--- src/rtl/mem_arb_pkg.sv ---
// mem_arb_pkg: shared arbiter state encoding, default starvation limit and memory size codes
package mem_arb_pkg;

    typedef enum logic [1:0] {
        IDLE,
        BUSY_IF,
        BUSY_D,
        RESP
    } state_t;

    localparam int STARVE_LIMIT_DEF = 4;

    localparam logic [1:0] SIZE_WORD = 2'b00;
    localparam logic [1:0] SIZE_HALF = 2'b01;
    localparam logic [1:0] SIZE_BYTE = 2'b10;

endpackage

--- src/rtl/mem_arbiter.sv ---
// mem_arbiter: fetch/data arbiter onto one memory port, data-first with a fetch starvation guard
module mem_arbiter
    import mem_arb_pkg::*;
#(
    parameter int STARVE_LIMIT = STARVE_LIMIT_DEF,
    parameter int ADDR_W       = 10
) (
    input  logic              clk,
    input  logic              rst_n,
    input  logic              if_req,
    input  logic [ADDR_W-1:0] if_addr,
    output logic [31:0]       if_rdata,
    output logic              if_valid,
    output logic              stall_if,
    input  logic              d_req,
    input  logic              d_we,
    input  logic [1:0]        d_size,
    input  logic [ADDR_W-1:0] d_addr,
    input  logic [31:0]       d_wdata,
    output logic [31:0]       d_rdata,
    output logic              d_valid,
    output logic              stall_mem,
    output logic              mem_req,
    output logic              mem_we,
    output logic [1:0]        mem_size,
    output logic [ADDR_W-1:0] mem_addr,
    output logic [31:0]       mem_wdata,
    input  logic [31:0]       mem_rdata,
    input  logic              mem_ready
);

    localparam int            CW  = $clog2(STARVE_LIMIT + 1);
    localparam logic [CW-1:0] LIM = CW'(STARVE_LIMIT);

    state_t              state_q, state_d;
    logic [CW-1:0]       cnt_q, cnt_d;
    logic                sel_q, sel_d;
    logic                we_q, we_d;
    logic [1:0]          size_q, size_d;
    logic [ADDR_W-1:0]   addr_q, addr_d;
    logic [31:0]         wdata_q, wdata_d;
    logic [31:0]         if_rdata_q, if_rdata_d;
    logic [31:0]         d_rdata_q, d_rdata_d;
    logic                grant_dat, grant_if;

    // Data wins in IDLE unless the fetch port has been starved for STARVE_LIMIT grants
    assign grant_dat = state_q == IDLE && d_req && (cnt_q != LIM || !if_req);
    assign grant_if  = state_q == IDLE && !grant_dat && if_req;

    // Next state, starvation counter, command latch on grant and read-data capture
    always_comb begin
        state_d    = state_q == IDLE ? (grant_dat ? BUSY_D : grant_if ? BUSY_IF : IDLE)
                   : state_q == RESP ? IDLE
                   : mem_ready ? RESP : state_q;
        cnt_d      = state_q != IDLE ? cnt_q
                   : (grant_if || !if_req) ? '0
                   : cnt_q == LIM ? cnt_q : cnt_q + CW'(1);
        sel_d      = grant_dat ? 1'b1 : grant_if ? 1'b0 : sel_q;
        we_d       = grant_dat ? d_we : grant_if ? 1'b0 : we_q;
        size_d     = grant_dat ? d_size : grant_if ? SIZE_WORD : size_q;
        addr_d     = grant_dat ? d_addr : grant_if ? if_addr : addr_q;
        wdata_d    = grant_dat ? d_wdata : grant_if ? '0 : wdata_q;
        if_rdata_d = state_q == BUSY_IF && mem_ready ? mem_rdata : if_rdata_q;
        d_rdata_d  = state_q == BUSY_D && mem_ready && !we_q ? mem_rdata : d_rdata_q;
    end

    // State and datapath registers; reset abandons any transaction in flight
    always_ff @(posedge clk) begin
        if (!rst_n) begin
            state_q    <= IDLE;
            cnt_q      <= '0;
            sel_q      <= 1'b0;
            we_q       <= 1'b0;
            size_q     <= '0;
            addr_q     <= '0;
            wdata_q    <= '0;
            if_rdata_q <= '0;
            d_rdata_q  <= '0;
        end else begin
            state_q    <= state_d;
            cnt_q      <= cnt_d;
            sel_q      <= sel_d;
            we_q       <= we_d;
            size_q     <= size_d;
            addr_q     <= addr_d;
            wdata_q    <= wdata_d;
            if_rdata_q <= if_rdata_d;
            d_rdata_q  <= d_rdata_d;
        end
    end

    assign mem_req   = state_q == BUSY_IF || state_q == BUSY_D;
    assign mem_we    = we_q;
    assign mem_size  = size_q;
    assign mem_addr  = addr_q;
    assign mem_wdata = wdata_q;
    assign if_valid  = state_q == RESP && !sel_q;
    assign d_valid   = state_q == RESP && sel_q;
    assign if_rdata  = if_rdata_q;
    assign d_rdata   = d_rdata_q;
    assign stall_if  = if_req && !if_valid;
    assign stall_mem = d_req && !d_valid;

endmodule
--- config.mk ---
export PLATFORM = sky130hd
export DESIGN_NAME = mem_arbiter
export DESIGN_NICKNAME = d
export VERILOG_FILES = /design/src/rtl/mem_arb_pkg.sv /design/src/rtl/mem_arbiter.sv
export SDC_FILE = /design/constraint.sdc
export NUM_CORES = 1
export LEC_CHECK = 0
export CAP_MARGIN = 25
export CORE_ASPECT_RATIO = 2
export CORE_UTILIZATION = 42
export CTS_CLUSTER_SIZE = 24
export DETAILED_ROUTE_END_ITERATION = 10
export PLACE_DENSITY_LB_ADDON = 0.3
export SLEW_MARGIN = 0
export SYNTH_ARGS = -nofsm -noshare
export SYNTH_HDL_FRONTEND = slang
export SYNTH_SLANG_ARGS = --single-unit
--- constraint.sdc ---
create_clock -name clk -period 1.98 [get_ports clk]
set_input_delay 0.297 -clock clk [delete_from_list [all_inputs] [get_ports clk]]
set_output_delay 0.297 -clock clk [all_outputs]
set_load 0.01 [all_outputs]
==> metrics <==
met2 Use GR=41.5%; worst-path cell chain=ha_2, nor2b_1, nor2b_1, dlygate4sd2_1; syn avg cell area=9.03 µm²; Netlist Area Pre-Place=4570 µm²; first-pass GRT wire length=19.7 mm; GRT busiest layer=met2; max_cap viols=0; Worst Setup Start Kind=register; hold_sp=if_rdata[30]; Floorplan Core Area=10,500 µm²; outcome=completed; Rel. slew slack=64.9%; Hold Fails Final Rpt=0; post-CTS setup buffers=0; hold crit path type=reg -> reg; Setup crit end kind=output pin; minimum clock period=1.80 ns; full die area=11,300 µm²; vias=4,378; Hold WS=0.454 ns; TritonCTS clock tree=yes; crit path buf inv count=1; synth unique cells=29; layout cells sized above 1=6.60%; EDFF count, synth=0; Hold EP=if_rdata[30]; Synth Instances=506; via-per-instance ratio=5.16; Detailed Place HPWL=9.08 mm; final instance area=7330 µm²; Ys Warns=0; Peak supply drop=0.900 mV; Top delay family on crit path=flip-flops; Hold Path Stages=2; LEAKAGE=2.63 nW; Finished Layout Cells=849; ys async rst share=0%; flop2flop setup slack=0.39 ns; wirelength, routed=13.1 mm; slowest cell on the critical path=dfxtp_2; vias in the first global route=4,253; clk_skew=0.00841 ns; worst-skew pair later-pin latency=0.40 ns; met1 Use GR=22.6%; n_diodes=0; Worst-Margin Slew=0.526 ns; TritonRoute pass-1 iters=5; Detailed Route Iter0 Violations=158; Die H=150 µm; num ports=206; critical path fanouts, max=4; DP Area=6720 µm²; Clock Pin Slew Worst Setup and Hold Paths=0.05 ns; fin. max-slew vios=0; die width=75.8 µm; worst setup path category=reg -> out; total track usage=23.0%; post-DR wirelength/cell=15.5 µm; Pwr per Cell Area=966 nW/µm²; setup TNS=0 ns; synthesis-stage register bit count=115; GPL Wtd Cong=0.792; IO Port Bufs=205; most common cell after layout, fill and taps aside=clkdlybuf4s50_1; crit-path most repeated cell=nor2b_1; sequential element share of the synthesized area=50.4%; row cnt=53; TritonCTS Buffers=17; R2R cell count=6; most frequent cells in the layout=199 x clkdlybuf4s50_1, 136 x nand2_1, 113 x dfxtp_1; CTS Sinks=115; Worst EP arrival=1.50 ns; grt ovf=0; Crit Reg-Reg Endpoint=state_q[0]; Final setup viols=0; ANT nets after route=0; Initial Utilization=43.3%; CTS Hold Bufs=0; Reg-to-Reg Start=state_q[0]; placed cell count=819; clock root cell=clkbuf_16; Nets=800; clock buffer depth=2; met3 usage=7.41%; fmax=0.557 GHz; unrepaired setup endpoints after global routing=false; CP max stage delay=0.36 ns; Final Cycle Share=90.7%; largest net degree at the start of global routing=64; initial antenna violation count=0; Area Growth Syn to Fin=60.4%; syn_nets=605; CP required=1.68 ns; H-tree depth=4; Synth Flop Type=dfxtp_1; DRC viols=0
## logic make-up after synthesis
family | Yosys count | synth area share [%]
compound gates | 148 | 23.3
xor+xnor | 2 | 0.383
fa+ha+maj | 7 | 1.92
buf+inv | 47 | 5.80
flops | 115 | 50.4
mux | 1 | 0.219
simple gates | 186 | 18.0
## synth_stat cells (3+ instances only)
cell type | count | area, µm²
dfxtp_1 | 115 | 2300
inv_1 | 5 | 18.8
and2_1 | 3 | 18.8
buf_2 | 11 | 55.1
a32oi_1 | 35 | 307
clkbuf_1 | 16 | 60.1
buf_6 | 8 | 90.1
a31oi_1 | 10 | 62.6
a21oi_1 | 10 | 50.1
nor2b_1 | 39 | 244
a21boi_0 | 57 | 428
buf_4 | 4 | 30.0
a21boi_1 | 10 | 75.1
ha_1 | 7 | 87.6
nand2_1 | 136 | 510
buf_1 | 3 | 11.3
o21ai_0 | 22 | 110
## state kept, by name, summed over array words and instances, names as in the netlist
| name | flops |
|---|---|
| mem_we | 1 |
| d_rdata | 32 |
| state_q | 2 |
| cnt_q | 3 |
| mem_addr | 10 |
| mem_size | 2 |
| mem_wdata | 32 |
| if_rdata | 32 |
| sel_q | 1 |
## where the power goes
group | switching [W] | internal (W)
Combinational | 0.000614 | 0.000705
Sequential | 0.000100 | 0.00250
Clock | 0.00101 | 0.00215
## how the worst max path moves through the flow
| stage | from | end | slack [ns] | cells after the start |
|---|---|---|---|---|
| after global routing | state_q[1] | stall_if | 0.09 | 4 |
| after detailed placement | d_req | stall_mem | 0.23 | 3 |
| after floorplan | state_q[0] | mem_wdata[10] | 0.51 | 7 |
| after global placement | d_req | stall_mem | 0.23 | 3 |
| final | state_q[0] | stall_if | 0.18 | 4 |
| after CTS | state_q[1] | d_valid | 0.03 | 3 |
## repair_timing
action,in CTS,in global routing
resized for setup,7,1
gates cloned,0,0
endpoints found under the setup margin,5,1
## metal layers
layer  share of wire (%)  up-vias
met1                  36     2052
li1                    -     2121
met2                  54      181
met5                   0        -
met3                 8.1       24
met4                 2.2        0
## through the flow
| step | setup WS [ns] | power (W) | utilization, % |
|---|---|---|---|
| final | 0.184 | 0.00708 | 69.5 |
| after floorplan | 0.506 | 0.00328 | - |
| after detailed placement | 0.227 | 0.00397 | 63.7 |
| after global placement | 0.233 | 0.00393 | 63.7 |
| after CTS | 0.0269 | 0.00714 | 69.5 |
| after global routing | 0.0889 | 0.00738 | 69.5 |
## worst min-delay path, stage by stage (launching register included)
cell and delay, ns:
dfxtp_1 0.30, nand2_1 0.05, a21boi_1 0.05
## area by class of cell
class | count | area, µm²
fillers | 779 | 3210
flip-flops and latches | 115 | 2300
repair buffers | 218 | 2220
multi-input cells | 344 | 2010
clock buffers | 20 | 457
well taps | 137 | 171
clock inverters | 10 | 158
inverters | 5 | 18.8
No activity file was read; power rests on OpenSTA's default activity.
